===== src/rtl/stop_match_unit.sv =====
// Multi-channel stop-threshold comparator: each channel holds a loadable threshold and mode,
// runs an IDLE/ARMED/HIT state machine and reports level, pulse, sticky flag and a saturating hit count.

module stop_match_ch #(
  parameter int WIDTH = 6,
  parameter int CNT_W = 8
) (
  input  logic             clk,
  input  logic             reset,
  input  logic [WIDTH-1:0] comp_a,
  input  logic             comp_valid,
  input  logic             load_we,
  input  logic [WIDTH-1:0] load_val,
  input  logic             load_mode,
  input  logic             arm,
  input  logic             clear,
  output logic             level,
  output logic             pulse,
  output logic             sticky,
  output logic [CNT_W-1:0] hit_cnt
);
  localparam logic [1:0] S_IDLE  = 2'd0;
  localparam logic [1:0] S_ARMED = 2'd1;
  localparam logic [1:0] S_HIT   = 2'd2;

  logic [WIDTH-1:0] stop_q, stop_d;
  logic             mode_q, mode_d;
  logic [1:0]       state_q, state_d;
  logic             level_q, level_d;
  logic             pulse_q, pulse_d;
  logic             sticky_q, sticky_d;
  logic [CNT_W-1:0] cnt_q, cnt_d;
  logic             cmp, hit;

  always_comb begin
    // Compare always uses the threshold held before any same-cycle load.
    cmp     = comp_valid && (mode_q ? (comp_a >= stop_q) : (comp_a == stop_q));
    stop_d  = stop_q;
    mode_d  = mode_q;
    if (load_we) begin
      stop_d = load_val;
      mode_d = load_mode;
    end
    level_d = comp_valid ? cmp : level_q;

    hit     = 1'b0;
    state_d = state_q;
    if (clear) begin
      state_d = arm ? S_ARMED : S_IDLE;
    end else begin
      case (state_q)
        S_IDLE:  if (arm) state_d = S_ARMED;
        S_ARMED: if (cmp) begin
          state_d = S_HIT;
          hit     = 1'b1;
        end
        S_HIT:   state_d = S_HIT;
        default: state_d = S_IDLE;
      endcase
    end

    pulse_d  = hit;
    // Sticky gets its own flop so the OR-reduction downstream sees clean edges.
    sticky_d = (state_d == S_HIT);
    cnt_d    = (hit && (cnt_q != {CNT_W{1'b1}})) ? cnt_q + CNT_W'(1) : cnt_q;
  end

  always_ff @(posedge clk or posedge reset) begin
    if (reset) begin
      stop_q   <= '0;
      mode_q   <= 1'b0;
      state_q  <= S_IDLE;
      level_q  <= 1'b0;
      pulse_q  <= 1'b0;
      sticky_q <= 1'b0;
      cnt_q    <= '0;
    end else begin
      stop_q   <= stop_d;
      mode_q   <= mode_d;
      state_q  <= state_d;
      level_q  <= level_d;
      pulse_q  <= pulse_d;
      sticky_q <= sticky_d;
      cnt_q    <= cnt_d;
    end
  end

  assign level   = level_q;
  assign pulse   = pulse_q;
  assign sticky  = sticky_q;
  assign hit_cnt = cnt_q;
endmodule

module stop_match_unit #(
  parameter  int WIDTH  = 6,
  parameter  int NUM_CH = 4,
  parameter  int CNT_W  = 8,
  localparam int SEL_W  = (NUM_CH > 1) ? $clog2(NUM_CH) : 1
) (
  input  logic                    clk,
  input  logic                    reset,
  input  logic [WIDTH-1:0]        CompA,
  input  logic                    CompA_Valid,
  input  logic                    Load_En,
  input  logic [SEL_W-1:0]        Load_Sel,
  input  logic [WIDTH-1:0]        Load_Val,
  input  logic                    Load_Mode,
  input  logic [NUM_CH-1:0]       Arm,
  input  logic [NUM_CH-1:0]       Clear,
  output logic [NUM_CH-1:0]       Match_Level,
  output logic [NUM_CH-1:0]       Match_Pulse,
  output logic [NUM_CH-1:0]       Match_Sticky,
  output logic                    Any_Match,
  output logic [NUM_CH*CNT_W-1:0] Hit_Count
);
  logic [NUM_CH-1:0][CNT_W-1:0] hit_cnt;

  // Out-of-range selects never equal any channel index, so they drop out here.
  for (genvar g = 0; g < NUM_CH; g++) begin : g_ch
    stop_match_ch #(.WIDTH(WIDTH), .CNT_W(CNT_W)) u_ch (
      .clk        (clk),
      .reset      (reset),
      .comp_a     (CompA),
      .comp_valid (CompA_Valid),
      .load_we    (Load_En && (Load_Sel == SEL_W'(g))),
      .load_val   (Load_Val),
      .load_mode  (Load_Mode),
      .arm        (Arm[g]),
      .clear      (Clear[g]),
      .level      (Match_Level[g]),
      .pulse      (Match_Pulse[g]),
      .sticky     (Match_Sticky[g]),
      .hit_cnt    (hit_cnt[g])
    );
  end

  assign Hit_Count = hit_cnt;
  assign Any_Match = |Match_Sticky;
endmodule


===== config.mk =====
export PLATFORM = sky130hd
export DESIGN_NAME = stop_match_unit
export DESIGN_NICKNAME = d
export VERILOG_FILES = /design/src/rtl/stop_match_unit.sv
export SDC_FILE = /design/constraint.sdc
export NUM_CORES = 1
export LEC_CHECK = 0
export ABC_AREA = 1
export BUFFER_PORTS_ARGS = -buffer_cell sky130_fd_sc_hd__clkbuf_2
export CORE_ASPECT_RATIO = 0.7
export CORE_MARGIN = 3
export CORE_UTILIZATION = 45
export DETAILED_ROUTE_END_ITERATION = 12
export GPL_TIMING_DRIVEN = 0
export PLACE_DENSITY = 0.66
export SETUP_SLACK_MARGIN = 0.5
export SLEW_MARGIN = 20
export SYNTH_ARGS = -nofsm -noshare
export SYNTH_HDL_FRONTEND = slang
export SYNTH_HIERARCHICAL = 1
export SYNTH_SLANG_ARGS = --single-unit

===== constraint.sdc =====
create_clock -name clk -period 1.8 [get_ports clk]
set_clock_uncertainty 0.15 [all_clocks]
set_input_delay 0.54 -clock clk [delete_from_list [all_inputs] [get_ports clk]]
set_output_delay 0.54 -clock clk [all_outputs]
set_load 0.005 [all_outputs]

# Word level (Yosys, flattened, before mapping)
# Cells that the tools add are included.
[op_classes] n_eq_ne=23 magnitude_cmp=4 reduce_logical=18 mux=36 addsub=4
[op_table] cell="adder 8 x 1 -> 8 bit, second input constant" count=4
[op_table] cell="!= test 8 bit, second input constant" count=4
[op_table] cell="== test 6 bit" count=4
[op_table] cell="greater-or-equal comparator 6 bit" count=4
[op_table] cell="two-way mux 2 bit" count=12
[op_table] cell="case mux 2 bit (3 select lines)" count=4
[op_table] cell="== test 2 bit, second input constant" count=10
[op_table] cell="two-way mux 1 bit" count=20
[op_table] cell="logical AND 1 bit" count=12
[op_table] cell="== test 2 x 1 -> 1 bit, second input constant" count=5
[op_table] cell="zero test 2 bit" count=5
[op_table] cell="OR reduction 4 bit" count=1
[totals] output_inout_bits=45 word_cells=113 input_bits=27 regBits=80

# Longest topological paths before layout
# Gate-level depths: netlist of the first run.
[depth] ltp_word=7 mapped_depth=13 mapped_depth_nobuf=13

# Modules after synthesis
# Netlist of the first run, hierarchy kept.
[by_module_without_submodules] mod="stop_match_ch" seq_area_each_um2=500.5 instances=4 cells_per_inst=127 area_each_um2=1172.4
[by_module_without_submodules] mod="stop_match_unit" seq_area_each_um2=0.0 instances=1 cells_per_inst=11 area_each_um2=41.3

# Least setup slack after synthesis of the first run
# OpenSTA, ideal clock, no wires.
[synth_timing] path_type="input to register" from="input CompA[5]" to="register g_ch[0].u_ch.cnt_q[0]" setup_ns=0.121 required_time_ns=1.529 path_buffers=0 arrival_time_ns=1.566 setup_slack_ns=-0.038 cell_stages=10 path_cell_list="ha_1 -> nand2_2 -> nor2_4 -> nand2_2 -> nand3_2 -> nand2_2 -> nand2_4 -> nand4_4 -> o21bai_1 -> nand2_1"
[synth_via] elab_chain_len=7 word_cells_on_any_way=8 classes_between="1 x order compare; 1 x eq/ne; 4 x mux; 2 x reduce/logical"
[synth_lines] item="start: declaration" line="102" source="input logic [WIDTH-1:0] CompA,"
[synth_lines] item="greater-or-equal comparator 6 bit or == test 6 bit (tied branches)" line="37" source="cmp = comp_valid && (mode_q ? (comp_a >= stop_q) : (comp_a == stop_q));"
[synth_lines] item="two-way mux 1 bit *" line="37"
[synth_lines] item="logical AND 1 bit *" line="37"
[synth_lines] item="two-way mux 1 bit *" line="53" source="S_ARMED: if (cmp) begin"
[synth_lines] item="two-way mux 1 bit *" line="51" source="case (state_q)"
[synth_lines] item="two-way mux 1 bit *" line="48" source="if (clear) begin"
[synth_lines] item="logical AND 1 bit *" line="65" source="cnt_d = (hit && (cnt_q != {CNT_W{1'b1}})) ? cnt_q + CNT_W'(1) : cnt_q;"
[synth_lines] item="end signal: assignment" line="84" source="cnt_q <= cnt_d;"
[synth_lines] item="end: declaration" line="32" source="logic [CNT_W-1:0] cnt_q, cnt_d;"
# Mark *: on every way between the ends. The rest lies on a longest branch, timed or not.
# A chain may end at the register's enable or synchronous reset.

# Worst setup path in the final report of the first run
[layout_timing] from="input CompA[2]" to="register g_ch[0].u_ch.cnt_q[3]"
# The elaborated chain is that of the path after synthesis.

==> flow_summary.yaml, run 1 <==
synth:
  synth_fp_nets: 574
  ys_seq_area_frac: 0.423
  netlist.area_leader.share: 0.423
  synth_warnings: 6
  synth_area_leaders: "dfrtp_1 (42%), nand2_1 (7.5%), ha_1 (7.4%)"
  yosys.cell_types.count: 24
  syn_avg_cell_area_um2: 9.12
  syn_inst: 519
  ys_ff_latch: 80
  synth_top_area_cell: "dfrtp_1"
  syn-cell-area_mm2: 0.00473
sta:
  tns_ns: -0.843
  setup_viol: 29
  slew_viol_final: 0
  holdWs_ns: 0.188
  layout_setup_ws_ns: -0.0956
  hold_viol: 0
  rsz0062_at_grt: "yes"
  period_share: 1.05
  max_slew_margin: 0.471
  worst_pin_slew_ns: 0.794
  fmax_mhz: 528
  finalCriticalPeriod_ns: 1.90
drt:
  detail_route.drc_violations: 0
  wl_um: 11800
  avgRoutedWirePerCell_um: 15.2
  vias_per_cell: 5.08
  drt_pass1_iterations: 4
  final_antenna_net_count: 0
  vias: 3938
  drtIter0Drc: 235
floorplanning:
  core_mm2: 0.00995
  io_pins: 72
  dieArea_mm2: 0.0118
  start_util: 0.476
  fp.dieW_um: 129
  die_h_um: 91.8
  placementRows: 30
place:
  globalplace.congestion: 0.788
  portBuffers: 71
  place_area_mm2: 0.00558
  dp.final_hpwl_um: 7890
  pre_cts_ws_ns: -0.518
critical_path:
  reg2reg_from: "g_ch[0].u_ch/stop_q[3]"
  path_max_fanout: 4
  rrSetupSlack_ns: -0.09
  worstReg2RegEnd: "g_ch[0].u_ch/hit_cnt[3]"
  required_ns: 1.93
  critical_path_class: "in -> reg"
  critPathLaunchType: "primary input"
  endpoint_kind: "flop"
  r2r_cells: 12
  cp.arrival_ns: 2.03
final_layout:
  utilization: 0.658
  drive_gt1_frac: 0.431
  fin_nets: 697
  final_cell_area_mm2: 0.00654
  n_antenna_cell: 0
  num-fill-cells: 758
  syn_to_final_growth_pct: 38.3
  final_common_cell: "nand2_1"
  most-common-layout-cells: "nand2_1 (83), dfrtp_1 (76), inv_1 (64), clkbuf_2 (52), o21bai_1 (31)"
global_route:
  grt_usage: 0.207
  grt_pass1_vias: 4003
  grt_max_degree: 21
  overflow: 0
  antenna_found_initial: 0
  grt_pass1_wl_um: 19400
cts:
  cts_made_buffers: 9
  cts_hold_buf: 0
  numClockSinks: 80
  cts_tree: "built"
  clockBufferDepth: 2
  htreeDepth: 3
  clock_latency_ns: 0.34
  cts_root_buf: "clkbuf_16"
  clkTransAtPathRegs_ns: 0.06
status:
  status: "finished with violations"
  violations: "negative setup slack"
worst_hold_path:
  hp-class: "in -> async"
pwr:
  power_density_mw_per_mm2: 785
  p_leak_nw: 3.24
  peakVddDrop_mv: 0.575
flow_run:
  cap_violations: 0
cells by family (layout without fill, tap and decap cells):
logic type | count (synthesis) | count (layout) | share of synthesized area
AND/OR/NAND/NOR | 213 | 221 | 0.273
buffers and inverters | 98 | 218 | 0.0778
flip-flops | 80 | 80 | 0.423
AO/OA/AOI/OAI | 68 | 68 | 0.0889
adder cells (fa/ha/maj) | 28 | 28 | 0.0741
XOR/XNOR | 24 | 24 | 0.0444
multiplexers | 8 | 8 | 0.0190
timing repair:
| action | CTS | global route |
|---|---|---|
| pin swaps | 41 | 33 |
| resized for setup | 51 | 53 |
| setup endpoints to repair | 97 | 102 |
| cloned | 6 | 2 |
| buffers inserted | 25 | 8 |
routing by layer:
layer	vias up	share of wire	GRT usage
li1	1941	-	-
met1	1882	0.47	0.285
met2	96	0.45	0.316
met3	19	0.057	0.0675
met4	0	0.015	0.0507
met5	-	0	0
power breakdown:
part | total (W) | switching (W) | internal (W)
combinational | 0.00120 | 0.000697 | 0.000502
clock | 0.00190 | 0.000749 | 0.00115
sequential | 0.00204 | 0.0000853 | 0.00196
cells in the mapped netlist:
| library cell | count |
|---|---|
| a21oi_1 | 4 |
| clkbuf_1 | 4 |
| clkinv_1 | 4 |
| dfrtp_1 | 80 |
| ha_1 | 28 |
| inv_1 | 86 |
| inv_2 | 4 |
| mux2_1 | 8 |
| nand2_1 | 95 |
| nand2_2 | 12 |
| nand2_4 | 4 |
| nand3_1 | 48 |
| nand3_2 | 12 |
| nand3_4 | 4 |
| nand4_4 | 4 |
| nor2_1 | 18 |
| nor2_4 | 4 |
| nor2_8 | 4 |
| nor3_2 | 4 |
| nor3_4 | 4 |
| o21ai_0 | 24 |
| o21ai_1 | 8 |
| o21bai_1 | 32 |
| xor2_1 | 24 |
how the worst max path moves through the flow:
stage / depth (start not counted) / from / to
6_report: 12 / CompA[2] / g_ch[0].u_ch/hit_cnt[3]
2_1_floorplan: 10 / CompA[3] / g_ch[0].u_ch/hit_cnt[0]
3_3_place_gp: 11 / CompA[3] / g_ch[0].u_ch/hit_cnt[5]
4_1_cts: 11 / g_ch[3].u_ch/stop_q[5] / g_ch[3].u_ch/hit_cnt[0]
5_1_grt: 12 / g_ch[0].u_ch/stop_q[3] / g_ch[0].u_ch/hit_cnt[3]
3_5_place_dp: 11 / CompA[3] / g_ch[3].u_ch/hit_cnt[0]
sequential cells by signal (all words and copies together) (netlist names):
register	cells
g_ch.u_ch/stop_q	24
g_ch.u_ch/mode_q	4
g_ch.u_ch/state_q	8
g_ch.u_ch/sticky	4
g_ch.u_ch/level	4
g_ch.u_ch/pulse	4
g_ch.u_ch/hit_cnt	32
area by class of cell:
type,count,area [µm²],area share
tap,128,160,0.0245
inverter,94,383,0.0585
sequential,80,2010,0.307
buffer,4,36.3,0.00555
timing repair buffer,104,678,0.104
clock buffer,11,253,0.0386
clock inverter,5,53.8,0.00822
multi-input combinational,349,2970,0.454
per-stage QoR:
| stage | power, W | cells |
|---|---|---|
| after floorplan | 0.00275 | 519 |
| after global placement | 0.00300 | 718 |
| after detailed placement | 0.00304 | 718 |
| after CTS | 0.00512 | 765 |
| after global routing | 0.00541 | 775 |
| final | 0.00514 | 775 |
critical path, cell delays in order:
cell and delay (ns):
clkbuf_4 0.18, ha_4 0.29, nand2_4 0.05, nor2_4 0.13, nand2_2 0.06, nand3_2 0.07
nand2_2 0.06, nand2_4 0.10, nand3_4 0.12, nor2_4 0.25, nand3_2 0.09, nand2_1 0.08
Power figures use the tool's default switching activity.
==> run 2: changes to the inputs <==
- ABC_AREA: 1 -> default
- SYNTH_HIERARCHICAL: 1 -> default
==> flow_summary.yaml, run 2 <==
status:
  status: "finished with violations"
  violations: "negative setup slack"
synth:
  synth_fp_nets: 430
  synth_warnings: 0
  synth_commonest_cells: "dfrtp_1 (80), inv_1 (31), mux2_2 (30)"
  syn-cell-area_mm2: 0.00410
  ys.flop_type: "dfrtp_1"
  synth_most_common_cell: "dfrtp_1"
  synth_area_leaders: "dfrtp_1 (49%), ha_1 (8.5%), mux2_2 (8.2%)"
  synth_top_area_cell: "dfrtp_1"
  netlist.area_leader.share: 0.488
  syn_inst: 375
  syn_avg_cell_area_um2: 10.9
  ys_seq_area_frac: 0.488
  ys_ff_latch: 80
  yosys.cell_types.count: 44
  synth_enable_flop_cells: 0
  synthArstFlopShare: 1.00
drt:
  drtIter0Drc: 125
  final_antenna_net_count: 0
  vias_per_cell: 5.23
  vias: 3351
  drt_pass1_iterations: 4
  detail_route.drc_violations: 0
  avgRoutedWirePerCell_um: 17.2
  wl_um: 11000
final_layout:
  drive_gt1_frac: 0.566
  largest_reg_flops: 32
  final_common_cell: "dfrtp_1"
  final_cell_area_mm2: 0.00637
  stdcell_count: 641
  fin_nets: 573
  syn_to_final_growth_pct: 55.5
  n_antenna_cell: 0
  utilization: 0.736
  most-common-layout-cells: "dfrtp_1 (74), clkbuf_2 (46), buf_4 (43), buf_6 (40), nand2_1 (24)"
flow_run:
  cap_violations: 0
sta:
  tns_ns: -7.36
  max_slew_margin: 0.549
  hold_viol: 0
  period_share: 1.19
  worst_pin_slew_ns: 0.673
  layout_setup_ws_ns: -0.347
  finalCriticalPeriod_ns: 2.15
  setup_viol: 44
  slew_viol_final: 0
  rsz0062_at_grt: "yes"
  fmax_mhz: 466
global_route:
  grt_max_degree: 31
  grt_usage: 0.219
  antenna_found_initial: 0
  grt_pass1_vias: 3406
  overflow: 0
  grt_pass1_wl_um: 17600
floorplanning:
  start_util: 0.474
  fp.dieW_um: 120
  die_h_um: 85.9
  io_pins: 72
  dieArea_mm2: 0.0103
  placementRows: 28
  core_mm2: 0.00865
cts:
  clock_latency_ns: 0.34
  clkTransAtPathRegs_ns: 0.06
  cts_tree: "built"
  cts_root_buf: "clkbuf_16"
  cts_hold_buf: 0
  clockBufferDepth: 2
  htreeDepth: 3
  numClockSinks: 80
  cts_made_buffers: 9
critical_path:
  reg2reg_from: "g_ch[2].u_ch.stop_q[3]"
  required_ns: 1.87
  critPathLaunchType: "primary input"
  path_max_fanout: 8
  critical_path_class: "in -> reg"
  endpoint_kind: "flop"
  r2r_cells: 10
  cp.arrival_ns: 2.22
  worstReg2RegEnd: "g_ch[2].u_ch.hit_cnt[5]"
  rrSetupSlack_ns: -0.34
place:
  place_area_mm2: 0.00511
  dp.final_hpwl_um: 6930
  globalplace.congestion: 0.779
  dp_cells: 567
  portBuffers: 70
pwr:
  peakVddDrop_mv: 0.574
  power_density_mw_per_mm2: 942
  p_leak_nw: 3.01
worst_hold_path:
  hp-class: "in -> async"
-- run 2: changes by cell type in the layout (fill, tap and decap cells not counted), moves of 17 or more --
cell,previous run,this run
inv_1,64,18
nand3_1,29,11
mux2_2,0,22
buf_4,26,43
nand3_2,29,1
buf_6,12,40
o21bai_1,31,0
nand2_1,83,24
-- run 2: per-layer routing --
| layer | vias up | routed length, µm | GRT usage |
|---|---|---|---|
| met5 | - | 0 | 0 |
| met4 | 0 | 197 | 0.0624 |
| met3 | 17 | 475 | 0.0508 |
| met2 | 67 | 5100 | 0.345 |
| met1 | 1671 | 5220 | 0.307 |
| li1 | 1596 | - | - |
-- run 2: power breakdown --
part	internal, W	total (W)	leakage, nW	switching (W)
Clock	0.000956	0.00164	0.126	0.000689
Combinational	0.00104	0.00198	1.88	0.000941
Sequential	0.00209	0.00237	1.01	0.000289
-- run 2: layout make-up --
| cell class | instances | area [µm²] |
|---|---|---|
| Buffer | 16 | 169 |
| Clock buffer | 13 | 250 |
| Clock inverter | 1 | 5.00 |
| Fill cell | 580 | 2280 |
| Inverter | 31 | 136 |
| Multi-Input combinational cell | 249 | 2660 |
| Sequential cell | 80 | 2010 |
| Tap cell | 120 | 150 |
| Timing Repair Buffer | 131 | 993 |
-- run 2: stage by stage --
stage	hold slack [ns]	power (W)	setup slack, ns
after global placement	0.317	0.00371	-0.705
final	0.118	0.00600	-0.347
after CTS	0.124	0.00584	-0.301
after detailed placement	0.331	0.00377	-0.743
after floorplan	0.305	0.00330	-0.348
after global routing	0.153	0.00630	-0.414
-- run 2: what timing repair did --
action / in CTS / in global routing
gates resized for setup: 103 / 33
endpoints found under the setup margin: 111 / 105
pin swaps: 40 / 25
buffers inserted: 40 / 19
gates cloned: 1 / 0
endpoints found under the hold margin: 0 / 0
-- run 2: worst max-delay path by stage --
stage                              endpoint  depth (start not counted)  slack [ns]              startpoint
finish              g_ch[2].u_ch.hit_cnt[5]                          9       -0.35                CompA[1]
global route        g_ch[2].u_ch.hit_cnt[7]                          9       -0.41  g_ch[2].u_ch.stop_q[5]
CTS                 g_ch[2].u_ch.hit_cnt[6]                          8       -0.30  g_ch[2].u_ch.stop_q[5]
detailed placement  g_ch[2].u_ch.hit_cnt[6]                          8       -0.74                CompA[5]
global placement    g_ch[2].u_ch.hit_cnt[6]                          8       -0.71                CompA[3]
floorplan           g_ch[0].u_ch.hit_cnt[7]                          7       -0.35                CompA[4]
-- run 2: worst max-delay path: stages --
cell and delay, ns:
clkbuf_2 0.18, ha_4 0.28, a21oi_2 0.20, o211ai_1 0.14, buf_4 0.18, o21bai_4 0.29, buf_4 0.19, nor3_4 0.03
xor2_1 0.18
-- run 2: cell families after synthesis --
| kind of cell | after synthesis | synth area share |
|---|---|---|
| adder cells (fa/ha/maj) | 28 | 0.0855 |
| AO/OA/AOI/OAI | 54 | 0.0858 |
| flip-flops | 80 | 0.488 |
| XOR/XNOR | 23 | 0.0491 |
| multiplexers | 32 | 0.0876 |
| AND/OR/NAND/NOR | 111 | 0.149 |
| buffers and inverters | 47 | 0.0549 |
